`config.mk`:
```
export PLATFORM = sky130hd
export DESIGN_NAME = uart_row_packet_parser
export DESIGN_NICKNAME = d
export VERILOG_FILES = /design/src/rtl/uart_row_packet_parser.sv
export SDC_FILE = /design/constraint.sdc
export NUM_CORES = 1
export LEC_CHECK = 0
export ABC_AREA = 1
export CELL_PAD_IN_SITES_DETAIL_PLACEMENT = 1
export CELL_PAD_IN_SITES_GLOBAL_PLACEMENT = 2
export CORE_ASPECT_RATIO = 1.1
export CORE_MARGIN = 2
export CORE_UTILIZATION = 30
export CTS_CLUSTER_DIAMETER = 60
export DETAILED_ROUTE_END_ITERATION = 8
export PLACE_DENSITY_LB_ADDON = 0.1
export SYNTH_ARGS = -nofsm -noshare
export SYNTH_HDL_FRONTEND = slang
export SYNTH_SLANG_ARGS = --single-unit
```
`constraint.sdc`:
```
create_clock -name clk -period 4.7 [get_ports clk]
set_clock_uncertainty 0.15 [all_clocks]
set_input_delay 0.94 -clock clk [delete_from_list [all_inputs] [get_ports clk]]
set_output_delay 0.94 -clock clk [all_outputs]
set_load 0.02 [all_outputs]
```
`src/rtl/uart_row_packet_parser.sv`:
```
`default_nettype none
// ============================================================================
//  Module   : uart_row_packet_parser
//  Purpose  : Parses UART row packets (Y_LO, Y_HI, pixel bytes, stop byte)
//             into frame-buffer writes and queues per-byte answer codes.
//  Revision : 1.0  initial release
// ============================================================================
module uart_row_packet_parser #(
   parameter int         ROW_BYTES      = 240,
   parameter int         ROW_W          = 9,
   parameter logic [7:0] STOP_BYTE      = 8'hDD,
   parameter logic [7:0] ACK_ROW        = 8'hCC,
   parameter logic [7:0] ACK_DATA       = 8'hAA,
   parameter logic [7:0] ACK_OK         = 8'hFF,
   parameter logic [7:0] ACK_SHORT      = 8'h11,
   parameter int         TIMEOUT_CYCLES = 500_000
) (
   input  logic               clk,
   input  logic               rst,
   input  logic [7:0]         rx_data,
   input  logic               rx_done,
   input  logic               tx_busy,
   output logic               tx_start,
   output logic [7:0]         tx_data,
   output logic               wr_en,
   output logic [ROW_W+7:0]   wr_addr,
   output logic [7:0]         wr_data,
   output logic               row_valid,
   output logic [ROW_W-1:0]   row_idx,
   output logic               ans_ovf
);

   localparam int         ADDR_W     = ROW_W + 8;
   localparam int         FIFO_DEPTH = 4;
   localparam int         IDLE_W     = (TIMEOUT_CYCLES > 2) ? $clog2(TIMEOUT_CYCLES) : 1;
   localparam logic [IDLE_W-1:0] IDLE_LAST = IDLE_W'(TIMEOUT_CYCLES - 1);
   localparam logic [7:0] LAST_COL   = 8'(ROW_BYTES - 1);
   localparam logic [7:0] ROW_COUNT8 = 8'(ROW_BYTES);

   typedef enum logic [1:0] {S_YLO, S_YHI, S_DATA, S_STOP} rx_state_t;
   typedef enum logic [1:0] {T_IDLE, T_WBUSY, T_WDONE}     tx_state_t;

   rx_state_t            rx_state_q, rx_state_d;
   logic [7:0]           ylo_q, ylo_d;
   logic [ROW_W-1:0]     row_q, row_d;
   logic [7:0]           col_q, col_d;
   logic [IDLE_W-1:0]    idle_q, idle_d;
   logic                 wr_en_q, wr_en_d;
   logic [ADDR_W-1:0]    wr_addr_q, wr_addr_d;
   logic [7:0]           wr_data_q, wr_data_d;
   logic                 row_valid_q, row_valid_d;
   logic [ROW_W-1:0]     row_idx_q, row_idx_d;
   logic                 ans_ovf_q, ans_ovf_d;

   logic [7:0]           fifo_mem_q [FIFO_DEPTH];
   logic [7:0]           fifo_mem_d [FIFO_DEPTH];
   logic [1:0]           wr_ptr_q, wr_ptr_d;
   logic [1:0]           rd_ptr_q, rd_ptr_d;
   logic [2:0]           fifo_cnt_q, fifo_cnt_d;

   tx_state_t            tx_state_q, tx_state_d;
   logic [1:0]           guard_q, guard_d;
   logic                 tx_start_q, tx_start_d;
   logic [7:0]           tx_data_q, tx_data_d;

   logic [1:0]           push_n;
   logic [7:0]           push_b0;
   logic [7:0]           push_b1;
   logic                 pop;
   logic [2:0]           free_slots;
   logic                 push_ok;
   logic [ADDR_W-1:0]    pix_addr;

   assign pix_addr = ADDR_W'(row_q) * ADDR_W'(ROW_BYTES) + ADDR_W'(col_q);

   // Receive-side packet FSM; produces at most one answer event per cycle.
   always_comb begin
      rx_state_d  = rx_state_q;
      ylo_d       = ylo_q;
      row_d       = row_q;
      col_d       = col_q;
      idle_d      = idle_q;
      wr_en_d     = 1'b0;
      wr_addr_d   = wr_addr_q;
      wr_data_d   = wr_data_q;
      row_valid_d = 1'b0;
      row_idx_d   = row_idx_q;
      push_n      = 2'd0;
      push_b0     = 8'h00;
      push_b1     = 8'h00;
      if (rx_done) begin
         idle_d = '0;
         unique case (rx_state_q)
            S_YLO: begin
               ylo_d      = rx_data;
               col_d      = 8'h00;
               push_n     = 2'd1;
               push_b0    = ACK_ROW;
               rx_state_d = S_YHI;
            end
            S_YHI: begin
               row_d      = ROW_W'({rx_data, ylo_q});
               col_d      = 8'h00;
               push_n     = 2'd1;
               push_b0    = ACK_ROW;
               rx_state_d = S_DATA;
            end
            S_DATA: begin
               wr_en_d    = 1'b1;
               wr_addr_d  = pix_addr;
               wr_data_d  = rx_data;
               push_n     = 2'd1;
               push_b0    = ACK_DATA;
               col_d      = col_q + 8'd1;
               if (col_q == LAST_COL) begin
                  rx_state_d = S_STOP;
               end
            end
            S_STOP: begin
               if (rx_data == STOP_BYTE) begin
                  push_n      = 2'd1;
                  push_b0     = ACK_OK;
                  row_valid_d = 1'b1;
                  row_idx_d   = row_q;
               end else begin
                  push_n  = 2'd2;
                  push_b0 = ACK_SHORT;
                  push_b1 = ROW_COUNT8;
               end
               rx_state_d = S_YLO;
            end
         endcase
      end else if (rx_state_q != S_YLO) begin
         if (idle_q == IDLE_LAST) begin
            // col_q is still 0 while waiting for Y_HI, so that case reports 0.
            push_n     = 2'd2;
            push_b0    = ACK_SHORT;
            push_b1    = col_q;
            idle_d     = '0;
            rx_state_d = S_YLO;
         end else begin
            idle_d = idle_q + 1'b1;
         end
      end
   end

   // Transmit handshake: one answer in flight, guarded against a silent transmitter.
   always_comb begin
      tx_state_d = tx_state_q;
      guard_d    = guard_q;
      tx_start_d = 1'b0;
      tx_data_d  = tx_data_q;
      pop        = 1'b0;
      case (tx_state_q)
         T_IDLE: begin
            if ((fifo_cnt_q != 3'd0) && !tx_busy) begin
               pop        = 1'b1;
               tx_data_d  = fifo_mem_q[rd_ptr_q];
               tx_start_d = 1'b1;
               guard_d    = 2'd0;
               tx_state_d = T_WBUSY;
            end
         end
         T_WBUSY: begin
            if (tx_busy || (guard_q == 2'd3)) begin
               tx_state_d = T_WDONE;
            end else begin
               guard_d = guard_q + 2'd1;
            end
         end
         T_WDONE: begin
            if (!tx_busy) begin
               tx_state_d = T_IDLE;
            end
         end
         default: tx_state_d = T_IDLE;
      endcase
   end

   // A slot freed by this cycle's pop is usable by this cycle's push.
   always_comb begin
      free_slots = 3'(FIFO_DEPTH) - fifo_cnt_q + {2'b00, pop};
      push_ok    = ({1'b0, push_n} <= free_slots);
      fifo_mem_d = fifo_mem_q;
      wr_ptr_d   = wr_ptr_q;
      rd_ptr_d   = rd_ptr_q + {1'b0, pop};
      ans_ovf_d  = ans_ovf_q;
      fifo_cnt_d = fifo_cnt_q - {2'b00, pop};
      if (push_n != 2'd0) begin
         if (push_ok) begin
            fifo_mem_d[wr_ptr_q] = push_b0;
            if (push_n == 2'd2) begin
               fifo_mem_d[wr_ptr_q + 2'd1] = push_b1;
            end
            wr_ptr_d   = wr_ptr_q + push_n;
            fifo_cnt_d = fifo_cnt_q + {1'b0, push_n} - {2'b00, pop};
         end else begin
            ans_ovf_d = 1'b1;
         end
      end
   end

   always_ff @(posedge clk) begin
      if (rst) begin
         rx_state_q  <= S_YLO;
         ylo_q       <= 8'h00;
         row_q       <= '0;
         col_q       <= 8'h00;
         idle_q      <= '0;
         wr_en_q     <= 1'b0;
         wr_addr_q   <= '0;
         wr_data_q   <= 8'h00;
         row_valid_q <= 1'b0;
         row_idx_q   <= '0;
         ans_ovf_q   <= 1'b0;
         fifo_mem_q  <= '{default: 8'h00};
         wr_ptr_q    <= 2'd0;
         rd_ptr_q    <= 2'd0;
         fifo_cnt_q  <= 3'd0;
         tx_state_q  <= T_IDLE;
         guard_q     <= 2'd0;
         tx_start_q  <= 1'b0;
         tx_data_q   <= 8'h00;
      end else begin
         rx_state_q  <= rx_state_d;
         ylo_q       <= ylo_d;
         row_q       <= row_d;
         col_q       <= col_d;
         idle_q      <= idle_d;
         wr_en_q     <= wr_en_d;
         wr_addr_q   <= wr_addr_d;
         wr_data_q   <= wr_data_d;
         row_valid_q <= row_valid_d;
         row_idx_q   <= row_idx_d;
         ans_ovf_q   <= ans_ovf_d;
         fifo_mem_q  <= fifo_mem_d;
         wr_ptr_q    <= wr_ptr_d;
         rd_ptr_q    <= rd_ptr_d;
         fifo_cnt_q  <= fifo_cnt_d;
         tx_state_q  <= tx_state_d;
         guard_q     <= guard_d;
         tx_start_q  <= tx_start_d;
         tx_data_q   <= tx_data_d;
      end
   end

   assign tx_start  = tx_start_q;
   assign tx_data   = tx_data_q;
   assign wr_en     = wr_en_q;
   assign wr_addr   = wr_addr_q;
   assign wr_data   = wr_data_q;
   assign row_valid = row_valid_q;
   assign row_idx   = row_idx_q;
   assign ans_ovf   = ans_ovf_q;

endmodule
`default_nettype wire

```
Word level (Yosys, flattened, before mapping)
Index checks and enable logic that the tools add are counted.
{"block": "totals", "out_inout_bits": 46, "register_bits": 135, "input_bits": 12, "elab_cells": 137}
{"block": "op_classes", "mux": 45, "order_cmp": 6, "multipliers": 1, "addsub": 12, "bitwise_logic": 6, "reduce_logical": 30, "n_eq_ne": 15}
{"operator": "2-to-1 mux 8 bit", "n": 11}
{"operator": "bitwise mux 32 bit", "n": 2}
{"operator": "demux 8 bit (select 2 bit)", "n": 2}
{"operator": "2-to-1 mux 32 bit", "n": 1}
{"operator": "2-to-1 mux 2 bit", "n": 13}
{"operator": "one-hot mux 8 bit (3 select lines)", "n": 1}
{"operator": "adder 19 x 1 -> 19 bit (second input constant)", "n": 1}
{"operator": "== test 19 bit (second input constant)", "n": 1}
{"operator": "2-to-1 mux 19 bit", "n": 1}
{"operator": "adder 17 x 8 -> 17 bit", "n": 1}
{"operator": "binary-select mux 8 bit (select 2 bit)", "n": 1}
{"operator": "== test 8 bit (second input constant)", "n": 2}
{"operator": "one-hot mux 8 bit (2 select lines)", "n": 1}
{"operator": "AND reduction 2 bit", "n": 7}
{"operator": "multiplier 9 x 4 -> 13 bit (second input constant)", "n": 1}
{"operator": "AND reduction 3 bit", "n": 4}
{"operator": "nonzero test 2 bit", "n": 6}
{"operator": "== test 2 bit (second input constant)", "n": 5}
{"operator": "2-to-1 mux 5 bit", "n": 2}
{"operator": "greater-or-equal comparator 3 bit (second input constant)", "n": 3}
{"operator": "inverter 2 -> 3 bit", "n": 3}
{"operator": "adder 8 x 1 -> 8 bit (second input constant)", "n": 1}
{"operator": "!= test 2 bit (second input constant)", "n": 4}
{"operator": "one-hot mux 2 bit (2 select lines)", "n": 2}
{"operator": "other kinds (23)", "n": 39}

Longest topological paths before layout
Gate-level depths: netlist (run 1).
{"block": "logic_depth", "ltp_word": 8, "depth_mapped": 22, "depth_no_buf": 19}

Least setup slack after synthesis (run 1)
Ideal clock, no wire load.
{"block": "synth_timing", "path_kind": "flip-flop to flip-flop", "start": "register row_q[0]", "end": "register wr_addr_q[16], in the netlist wr_addr[16]", "slack_ns": 1.115, "path_buffers": 0, "stages_incl_launch_ff": 20, "setup_ns": 0.109, "t_required_ns": 4.441, "t_arrival_ns": 3.326, "synth_period_minus_slack_ns": 3.585, "path_cell_list": "dfxtp_1 > fa_1 > fa_1 > inv_1 > fa_1 > inv_1 > ha_1 > nand2_1 > nor2_1 > nor2_1 > nor2_1 > nand3_1 > nor2_1 > nand3_1 > nor2_1 > nand2_1 > nand2_1 > nand3_1 > nand2_1 > inv_1"}
{"block": "synth_via", "elab_chain_len": 2}
{"element": "from (decl)", "line": "45", "text": "logic [ROW_W-1:0] row_q, row_d;"}
{"element": "from (signal assigned)", "line": "227", "text": "row_q <= row_d;"}
{"element": "multiplier 9 x 4 -> 13 bit", "line": "74", "text": "assign pix_addr = ADDR_W'(row_q) * ADDR_W'(ROW_BYTES) + ADDR_W'(col_q);"}
{"element": "adder 17 x 8 -> 17 bit", "line": "74"}
{"element": "to (signal assigned)", "line": "231", "text": "wr_addr_q <= wr_addr_d;"}
{"element": "to (decl)", "line": "49", "text": "logic [ADDR_W-1:0] wr_addr_q, wr_addr_d;"}
Every way passes these cells.
A chain may end at the register's enable or synchronous reset.

Worst setup path after layout (run 1)
Same ends and word-level chain as after synthesis.

==> reports/summary.txt, run 1 <==
Status: finished clean
Leak pwr: 4.070 nW
Syn avg cell area: 7.080 um^2
IO buf count: 57
Hpwl dp: 17.34 mm
Synth Register Bits: 135
Die H: 173.8 um
Dpl ws: 0.5819 ns
Least-Margin Pin Slew: 0.9081 ns
Syn Inst Count: 1111
PwrDens: 464.0 nW/um^2
Post-route DRC: 0
CP startpoint kind: flip-flop
CP endpoint kind: flip-flop
Clk_lat worst skew: 0.43 ns
Sequential fraction of the synthesis area: 0.3436
Final ANT Viol Nets: 0
H-tree lvl count: 4
Die Width: 158.4 um
Final hold viol count: 0
Syn Nets: 1178
TNS Setup: 0 ns
Total I/O pin count: 58
Final setup viols: 0
Layout Area Growth over Synthesis: 18.59%
CP Data Required Time: 4.88 ns
Fraction of registers with async set/reset: 0
Mapped Area: 7866 um^2
Synth cell count leaders: 209 x nand2_1, 176 x inv_1, 135 x dfxtp_1
Detailed-route via count: 7053
Routability cong.: 0.7567
RSZ-0062 raised after global routing: no
Final Cell Area: 9329 um^2
Initial antenna violation count: 0
Area leader, netlist: dfxtp_1
Post-CTS Setup Repair Bufs: 0
Placed Area: 8695 um^2
DRT Pass-1 Iters: 4
Yosys cell types: 47
Arr. time, crit path: 4.14 ns
CTS tree: yes
Hold-fix buffers, CTS: 0
Rel. slew slack: 0.3923
Share of cells above drive strength 1: 0.06861
Final Slew Violations: 0
Post-synth top flop: dfxtp_1
Maximum net fanout on the critical path: 4
Vias/cell: 4.646
Crit Path Category: reg -> reg
Minimum clock period: 3.965 ns
Clock transition at path regs: 0.06 ns
Num CTS Buffers: 17
DIE AREA: 27530 um^2
Final setup margin: 0.7351 ns
Initial core utilization: 0.3036
Peak Freq: 252.2 MHz
Max VDD drop: 0.0002326 V
Ys Warns: 0
Share of the synthesized area in the top cell type: 0.3436
Site Rows: 62
Antenna diodes: 0
First-pass GRT wire length: 37.90 mm
Top-count cell post-synth: nand2_1
HP Class: reg -> reg
Nets: 1221
EDFF count, synth: 0
Vias in the first global route: 7108
Routed wire per std cell: 15.23 um
GRT Total Usage: 0.1758
Core area: 25910 um^2
Total gr overflow: 0
Layout Utilization: 0.3601
Synth area leaders: dfxtp_1 34%, nand2_1 10%, inv_1 8.4%
Cts repair resizes: 0
Maximum number of pins on one net before global-route repair: 47
DRT iter0 DRCs: 211
Setup slack, reg-to-reg: 0.74 ns
Max-Cap Viols: 0
Root Driver: clkbuf_16
Clk sink count: 135
Total power: 4.329 mW
Deepest clock path buffer count: 2
Crit share post-route: 0.8436
Final WL: 23.12 mm
==> cells in the final DEF, fill, tap and decap left out, types with 4 or more instances in the layout <==
master and instances:
xor2_1 14, buf_4 12, bufinv_16 4, nor2_1 112, nand4_1 7, nand2_2 6
o211ai_2 5, o211ai_1 6, fa_1 17, nand2_1 209, clkdlybuf4s50_1 56, a31oi_1 11
ha_1 38, nor3_1 9, nand3_1 51, inv_2 4, clkbuf_16 17, nor3b_1 5
dfxtp_1 135, o21ai_0 119, xnor2_1 6, inv_1 175, a21oi_1 101
==> power by group <==
| group | internal [mW] | switching, mW | total [mW] | leakage (nW) |
|---|---|---|---|---|
| clock network | 0.912 | 0.565 | 1.48 | 0.307 |
| logic | 0.502 | 0.873 | 1.38 | 2.66 |
| registers | 1.35 | 0.127 | 1.48 | 1.10 |
| total | 2.76 | 1.57 | 4.33 | 4.07 |
==> path summary, 6_finish.rpt <==
kind	from	to	cells past startpoint
worst max-delay path	row_q[0]	wr_addr[16]	19
worst min-delay path	row_idx[4]	row_idx[4]	2
worst max register to register	row_q[0]	wr_addr[16]	19
worst min register to register	row_idx[4]	row_idx[4]	2
==> layout make-up <==
type                    instances  area [um^2]
inverters                     180        678.2
multi-input cells             751         4218
flip-flops and latches        135         2703
clock buffers                  19        442.9
well taps                     352        440.4
fillers                      3285        16580
clock inverters                12        191.4
repair buffers                 69        655.6
==> metal layers <==
layer	vias up	wire [um]	track usage
met4	0	271	0.04204
met2	51	11350	0.3013
met1	3340	11090	0.2314
met5	-	0	0
met3	17	400	0.02625
li1	3645	-	-
==> stage by stage <==
stage / hold slack [ns] / instances
2_1_floorplan: 0.2931 / 1111
3_3_place_gp: 0.2838 / 1487
5_1_grt: 0.3145 / 1518
6_report: 0.2939 / 1518
3_5_place_dp: 0.2870 / 1487
4_1_cts: 0.2972 / 1518
==> cells by family after synthesis <==
group | synth area share
simple gates | 0.2367
compound gates | 0.1735
buf+inv | 0.1202
flops | 0.3436
fa+ha+maj | 0.1037
xor+xnor | 0.02227
==> critical path: stages, from the launching register on <==
cell and delay [ns]:
dfxtp_1 0.33, fa_1 0.54, fa_1 0.57, inv_1 0.07, fa_1 0.55, inv_1 0.06, ha_1 0.34, nand2_1 0.07
nor2_1 0.08, nor2_1 0.06, nor2_1 0.15, nand3_1 0.14, nor2_1 0.14, nand3_1 0.13, nor2_1 0.20, nand2_1 0.08
nand2_1 0.06, nand3_1 0.06, nand2_1 0.07, inv_1 0.03
==> registers in the layout (all words and copies together), names as in the netlist, 3 cells and up <==
register    count
fifo_mem_q     32
idle_q         19
wr_addr        17
row_idx         9
row_q           9
col_q           8
tx_data         8
wr_data         8
ylo_q           8
fifo_cnt_q      3
Power figures use the tool's default switching activity.
==> run 2: changes to the inputs <==
==> constraint.sdc (replaced) <==
create_clock -name clk -period 4.11 [get_ports clk]
set_clock_uncertainty 0.15 [all_clocks]
set_input_delay 0.822 -clock clk [delete_from_list [all_inputs] [get_ports clk]]
set_output_delay 0.822 -clock clk [all_outputs]
set_load 0.02 [all_outputs]
==> run 2 against run 1 <==
- sequential power rose by 13%
- first-iteration DRC count rose by 21%
- critical path depth did not move
- maximum frequency rose by 3.5%
- setup slack got worse by 0.46 ns
- utilization rose by 0.25 points
- largest cell class unchanged
==> reports/summary.txt, run 2 (synthesis gave the netlist of run 1 again) <==
TNS Setup: 0 ns (unchanged)
Non-Filler Instances: 1531 (+0.86%)
Crit Path Category: reg -> reg
Hold depth: 2 (unchanged)
Clk sink count: 135 (unchanged)
Switching Share: 0.3730 (+0.01139)
Rel. slew slack: 0.3726 (-0.01970)
Metal1 wirelength: 11.41 mm (+2.9%)
Final Slew Violations: 0 (unchanged)
Vias/cell: 4.686 (+0.87%)
DIE AREA: 27530 um^2 (unchanged)
Hpwl dp: 18.03 mm (+4.0%)
Worst-path cell chain: fa_1, fa_1, inv_1, fa_1, inv_1, ha_4, nand2_1, nor2_1, nor2_1, nor2_1, nand3_2, nor2_2, nand3_2, nor2_4, nand2_1, nand2_1, nand3_1, nand2_1, inv_1
Core area: 25910 um^2 (unchanged)
Max-Cap Viols: 0 (unchanged)
Total power: 4.868 mW (+12%)
Die Width: 158.4 um (unchanged)
Layout Area Growth over Synthesis: 19.42%
Final setup viols: 0 (unchanged)
CP startpoint kind: flip-flop
Crit path from: row_q[1]
WL met3: 378 um (-5.5%)
CP top delay family: adder cells
Final ANT Viol Nets: 0 (unchanged)
Clk_lat worst skew: 0.43 ns (about the same)
RSZ-0062 raised after global routing: no
Clock share of power: 0.318 (-0.023)
Peak Freq: 261.0 MHz (+3.5%)
Clock transition at path regs: 0.07 ns (about the same)
Die H: 173.8 um (unchanged)
Logic gate share of total power: 0.340 (+0.022)
Initial core utilization: 0.3036 (unchanged)
Register name with the most flops: fifo_mem_q
Most frequent cells in the layout: 209 x nand2_1, 175 x inv_1, 134 x dfxtp_1
DRT Pass-1 Iters: 4 (unchanged)
Site Rows: 62 (unchanged)
Largest register FFs: 32 (unchanged)
Routed wire per std cell: 15.64 um (+2.7%)
Arr. time, crit path: 4.02 ns (-0.12 ns)
First-pass GRT wire length: 39.88 mm (+5.2%)
Crit Reg-Reg Startpoint: row_q[1]
GRT Total Usage: 0.1846 (+0.008765)
Initial antenna violation count: 1 (+1)
PwrDens: 518.3 nW/um^2 (+12%)
Nets: 1233 (+0.98%)
Minimum clock period: 3.831 ns (-0.1338 ns)
Sequential Power Share: 0.342 (about the same)
Final WL: 23.94 mm (+3.6%)
IO buf count: 57 (unchanged)
Crit-path max cell delay: 0.58 ns (about the same)
Final Cell Area: 9394 um^2 (+0.70%)
Placed Area: 8785 um^2 (+1.0%)
Status: finished clean
Final hold viol count: 0 (unchanged)
End of the worst register-to-register path: wr_addr[16]
Vias in the first global route: 7490 (+5.4%)
Deepest clock path buffer count: 2 (unchanged)
Sum of buffers and inverters on the critical path: 3 (unchanged)
Routability cong.: 0.7447 (-1.6%)
Total gr overflow: 0 (unchanged)
Max layer used: met4
Final setup margin: 0.2789 ns (-0.4562 ns)
Hold path startpoint: row_idx[8]
Share of cells above drive strength 1: 0.08312 (+0.01451)
Maximum number of pins on one net before global-route repair: 47 (unchanged)
Root Driver: clkbuf_16
Maximum net fanout on the critical path: 4 (unchanged)
HP Class: reg -> reg
Total I/O pin count: 58 (unchanged)
Num CTS Buffers: 17 (unchanged)
Met2 Wirelength: 11.61 mm (+2.3%)
Most used cell, CP: nand2_1
CTS tree: yes
H-tree lvl count: 4 (unchanged)
Sw power: 1.816 mW (+16%)
Antenna diodes: 0 (unchanged)
Placed cell count: 1499 (+0.81%)
Least-Margin Pin Slew: 0.9376 ns (+0.02945 ns)
Max VDD drop: 0.0002819 V (+21%)
Int Pwr: 3.053 mW (+10%)
Detailed-route via count: 7175 (+1.7%)
CP max-delay cell: fa_1
DRT iter0 DRCs: 255 (+21%)
Reg2Reg Depth: 19 (unchanged)
Leak pwr: 4.098 nW (+0.67%)
CP endpoint kind: flip-flop
WHS Endpoint: row_idx[8]
Setup slack, reg-to-reg: 0.28 ns (-0.46 ns)
Post-route DRC: 0 (unchanged)
Most common cell after layout, fill and taps aside: nand2_1
Dpl ws: 0.1010 ns (-0.4809 ns)
CP Data Required Time: 4.30 ns (-0.58 ns)
Crit share post-route: 0.9321 (+0.08854)
## run 2: what timing repair did
item | 4_1_cts | 5_1_grt
hold buffers | 0 | 0
resized for setup | 0 | 7
setup buffers | 0 | 0
setup endpoints to repair | 0 | 4
## run 2: worst max path at each step
stage | endpoint | cells past startpoint | slack, ns
3_5_place_dp | wr_addr[16] | 19 | 0.10
6_report | wr_addr[16] | 19 | 0.28
4_1_cts | wr_addr[16] | 19 | 0.06
5_1_grt | wr_addr[16] | 19 | 0.01
2_1_floorplan | wr_addr[16] | 19 | 0.52
3_3_place_gp | wr_addr[16] | 19 | 0.10
## run 2: worst min-delay path, stage by stage (launching register included)
cell and delay, ns:
dfxtp_1 0.31, inv_1 0.05, a21oi_1 0.05
## run 2: stage by stage
step	hold slack (ns)	util
after detailed placement	0.2872	0.3390
after global routing	0.3129	0.3626
after global placement	0.2853	0.3390
final	0.2920	0.3626
after CTS	0.2964	0.3613
after floorplan	0.2931	-
## run 2: cell type report
type / instances / area [um^2]
clock buffers: 19 / 432.9
clock inverters: 13 / 142.6
fillers: 3287 / 16520
inverters: 180 / 678.2
multi-input cells: 751 / 4250
flip-flops and latches: 135 / 2704
well taps: 352 / 440.4
repair buffers: 81 / 745.7
## run 2: layer usage
metal | vias to the layer above | global-route usage
met1 | 3424 | 0.2382
met4 | 0 | 0.06344
met3 | 29 | 0.02400
met5 | - | 0
met2 | 48 | 0.3150
li1 | 3674 | -
## run 2: power groups by stage
stage,Clock (mW),Sequential (mW),Combinational [mW]
5_1_grt,1.65,1.70,1.90
3_3_place_gp,0,1.70,1.66
3_5_place_dp,0,1.70,1.67
6_report,1.55,1.67,1.65
2_1_floorplan,0,1.73,1.16
4_1_cts,1.59,1.67,1.68
==> edit 1: new RTL, flow settings as in run 1 <==
`ROW_W`: 9 -> 18.
--- a/src/rtl/uart_row_packet_parser.sv
+++ b/src/rtl/uart_row_packet_parser.sv
@@ -9,3 +9,3 @@
    parameter int         ROW_BYTES      = 240,
-   parameter int         ROW_W          = 9,
+   parameter int         ROW_W          = 18,
    parameter logic [7:0] STOP_BYTE      = 8'hDD,
Ports: changed (resized row_idx and wr_addr); port bits go from 58 to 76. The function was not compared with the original's and may differ.
==> edit 1 against run 1 <==
  * Worst setup slack worse by 0.095 ns
  * Final area up 24%
  * Wire length up 34%
  * Total power up 8.8%
  * Area after synthesis up 25%
  * Sequential power up 11%
  * First-iteration DRC count up 75%
  * Non-clock buffer count up 20
  * Final cell count up 26%
  * Sequential cell count up 22
  * Critical path type is now input pin to flip-flop
==> edit 1: results (changes against run 1) <==
synth_area_leaders: "dfxtp_1 (32%), nand2_1 (11%), inv_1 (8.6%), o21ai_0 (7.2%), fa_1 (6.3%)"
crit_path_max_incr_delay_ns: 0.50  # -0.07 ns
ir_drop_uv: 235  # +1.1%
drt_iter0_markers: 370  # +75%
synthTopCellsByCount: "nand2_1 (277), inv_1 (224), dfxtp_1 (157)"
register_area_um2: 3140  # +16%
cts_made_buffers: 17  # unchanged
largest_reg_flops: 32  # unchanged
clockRootBuffer: "clkbuf_16"
placed_area_um2: 11000  # +26%
p_int_mw: 2.93  # +6.1%
post_cts_buffers: 0  # unchanged
dp.cells: 1875  # +26%
yosys_most_used_dff: "dfxtp_1"
routabilityCongestion: 0.766  # +1.2%
diodes: 0  # unchanged
relSlewSlack: 0.376  # -0.0164
hp-class: "flip-flop to flip-flop"
cellLeakagePower_nw: 5.19  # +28%
grt_max_degree: 104  # +120%
pre_cts_ws_ns: 0.158  # -0.424 ns
clkLatencyLatePin_ns: 0.44
worstPathMaxFanout: 25  # +21
port_buffers: 72  # +26%
cts_max_path_buffers: 2  # unchanged
syn_area_per_cell_um2: 6.98  # -1.4%
synth-edff-count: 0  # unchanged
wire_per_inst_um: 16.2  # +6.3%
final_net_count: 1556  # +27%
final_layout_size_suffix_gt1_frac: 0.0783  # +0.00971
fillerInstances: 4047  # +23%
critPathTopFamily: "simple AND/OR/NAND/NOR gates"
seq_area_frac_synth: 0.320  # -0.0239
cts_max_level: 4  # unchanged
yosys_warnings: 0  # unchanged
synthArstFlopShare: 0  # unchanged
antenna_found_initial: 0  # unchanged
setup_tns_ns: 0  # unchanged
grt_pass1_vias: 9568  # +35%
crit_path_top_delay_cell: "a211oi_1"
ys_types: 45  # -4.3%
grt_pass1_wl_um: 50900  # +34%
cts_resized: 0  # unchanged
dr.pass1.iters: 4  # unchanged
clkSlewWorstSetupHoldPaths_ns: 0.07
hpwl_um: 23400  # +35%
vias: 9096  # +29%
largest_register: "fifo_mem_q"
grtUsageTotal: 0.189  # +0.0129
wl_um: 30900  # +34%
status: "finished, final reports clean"
[edit 1: path summary, 6_finish.rpt]
path / cells after the start / slack, ns / endpoint / from
max: 17 / 0.64 / fifo_mem_q[6] / rx_data[1]
min: 2 / 0.32 / guard_q[1] / guard_q[1]
max reg2reg: 20 / 0.89 / wr_addr[21] / row_q[2]
min reg2reg: 2 / 0.32 / guard_q[1] / guard_q[1]
[edit 1: power by group through the flow]
stage | Combinational [mW] | Clock (mW) | Sequential, mW
floorplan | 1.11 | 0 | 1.69
global placement | 1.60 | 0 | 1.68
detailed placement | 1.62 | 0 | 1.68
CTS | 1.63 | 1.52 | 1.66
global route | 1.84 | 1.57 | 1.68
finish | 1.59 | 1.47 | 1.65
[edit 1: logic make-up after synthesis]
logic type | after synthesis | share of synthesized area
adders and majority gates | 76 | 0.120
xor gates and xnor gates | 20 | 0.0178
other | 1 | 0.000381
buffers and inverters | 291 | 0.117
and+or+nand+nor | 564 | 0.262
AOI/OAI and AO/OA | 300 | 0.164
DFF | 157 | 0.320
[edit 1: tightest hold or removal path, stage by stage, from the launching register on]
cell     delay, ns
dfxtp_1       0.31
nand2_1       0.06
a21oi_1       0.05
[edit 1: cell type report]
type | instances | area share
Tap cell | 426 | 0.0460
Clock inverter | 14 | 0.0145
Inverter | 240 | 0.0781
Timing Repair Buffer | 89 | 0.0742
Sequential cell | 157 | 0.271
Multi-Input combinational cell | 963 | 0.478
Clock buffer | 18 | 0.0379
[edit 1: routing by layer]
layer,vias up,wire (µm),GRT usage
met5,-,0,0
met4,0,226,0.0407
met3,13,704,0.0308
met2,68,16300,0.346
met1,4389,13600,0.229
li1,4626,-,-
==> edit 2: new RTL, flow settings as in run 1 <==
Made on the original files. Encoding of `rx_state_t`: now one-hot (4 bits for 4 states).
--- a/src/rtl/uart_row_packet_parser.sv
+++ b/src/rtl/uart_row_packet_parser.sv
@@ -39,3 +39,3 @@
 
-   typedef enum logic [1:0] {S_YLO, S_YHI, S_DATA, S_STOP} rx_state_t;
+   typedef enum logic [3:0] {S_YLO = 4'b0001, S_YHI = 4'b0010, S_DATA = 4'b0100, S_STOP = 4'b1000} rx_state_t;
    typedef enum logic [1:0] {T_IDLE, T_WBUSY, T_WDONE}     tx_state_t;
Formal check against the unedited RTL: no difference found for any inputs over 4 cycles, from zero or initial values and one cycle with rst high; so few cycles prove little.
==> edit 2 against run 1 <==
  * Critical path depth down 2
  * Register-to-register slack better by 0.02 ns
  * Wire length up 8.0%
  * Sequential share of layout area up 0.26 points
  * Worst setup slack worse by 0.13 ns
  * Area after synthesis up 0.52%
  * First-iteration DRC count up 91%
  * Total power down 5.8%
  * Count of clock-buffer cells in the layout down 2
  * Die area up 0.51%
  * Largest cell class unchanged
  * Sequential cell count up 2
  * Final area up 0.58%
==> edit 2: results (changes against run 1) <==
status: "finished, final reports clean"
drt_iter0_markers: 404  # +91%
critPathTopFamily: "simple AND/OR/NAND/NOR gates"
timing.rr.end: "wr_addr[16]"
crit_end: "fifo_mem_q[17]"
via_per_inst: 4.84  # +4.2%
fillerInstances: 3266  # -0.58%
wl_um: 25000  # +8.0%
crit_path_max_incr_delay_ns: 0.45  # -0.12 ns
final_layout_size_suffix_gt1_frac: 0.0556  # -0.0130
wl_met2_um: 11500  # +1.5%
stdcell_count: 1538  # +1.3%
crit_path_top_delay_cell: "clkdlybuf4s50_1"
routabilityCongestion: 0.765  # +1.1%
dr.pass1.iters: 4  # unchanged
grt_pass1_vias: 7438  # +4.6%
syn_area_per_cell_um2: 7.02  # -0.81%
cts_max_level: 4  # unchanged
synthTopCellsByCount: "nand2_1 (206), inv_1 (167), dfxtp_1 (137)"
hold_end: "guard_q[1]"
swShare: 0.387  # +0.0251
placed_area_um2: 8810  # +1.3%
met2_usage: 0.304  # +0.00295
r2r_setup_slack_ns: 0.76  # +0.02 ns
wl_met1_um: 12500  # +13%
wl_met3_um: 648  # +62%
seq_area_frac_synth: 0.347  # +0.00327
final_net_count: 1236  # +1.2%
crit_start: "rx_data[0]"
cellLeakagePower_nw: 4.09  # +0.40%
clkPwrFrac: 0.330  # -0.011
power_frac_seq: 0.367  # +0.026
gr-usage-met1: 0.251  # +0.0198
pre_cts_ws_ns: 0.139  # -0.443 ns
relSlewSlack: 0.484  # +0.0919
cp.arrival_ns: 4.23  # +0.09 ns
grt_max_degree: 50  # +6.4%
grt_pass1_wl_um: 40600  # +7.2%
yosys_most_used_dff: "dfxtp_1"
hold_ws_ns: 0.324  # +0.0300 ns
synth_area_leaders: "dfxtp_1 (35%), nand2_1 (9.8%), inv_1 (7.9%), o21ai_0 (7.8%), a21oi_1 (7.0%)"
p_clk_mw: 1.35  # -9%
fmax_mhz: 244  # -3.2%
grtUsageTotal: 0.185  # +0.00896
worstPathMaxFanout: 39  # +35
[edit 2: cell count changes in the layout (fill, tap and decap cells not counted), moves of 6 or more]
| cell | run 1 | this run |
|---|---|---|
| a21oi_1 | 101 | 110 |
| inv_1 | 175 | 166 |
| inv_8 | 1 | 7 |
| nand3_1 | 51 | 59 |
| nand4_1 | 7 | 15 |
| nor2_1 | 112 | 104 |
| nor3_1 | 9 | 15 |
[edit 2: cell families after synthesis]
family / synth area share
AOI/OAI and AO/OA: 0.183
and+or+nand+nor: 0.242
DFF: 0.347
buffers and inverters: 0.111
xor gates and xnor gates: 0.0199
adders and majority gates: 0.0968
[edit 2: area by class of cell]
class / count / area, µm² / share of cell area
clock buffer: 17 / 425 / 0.0453
clock inverter: 15 / 148 / 0.0157
inverter: 172 / 647 / 0.0689
multi-input combinational: 774 / 4300 / 0.459
sequential: 137 / 2740 / 0.292
tap: 352 / 440 / 0.0469
timing repair buffer: 71 / 676 / 0.0720
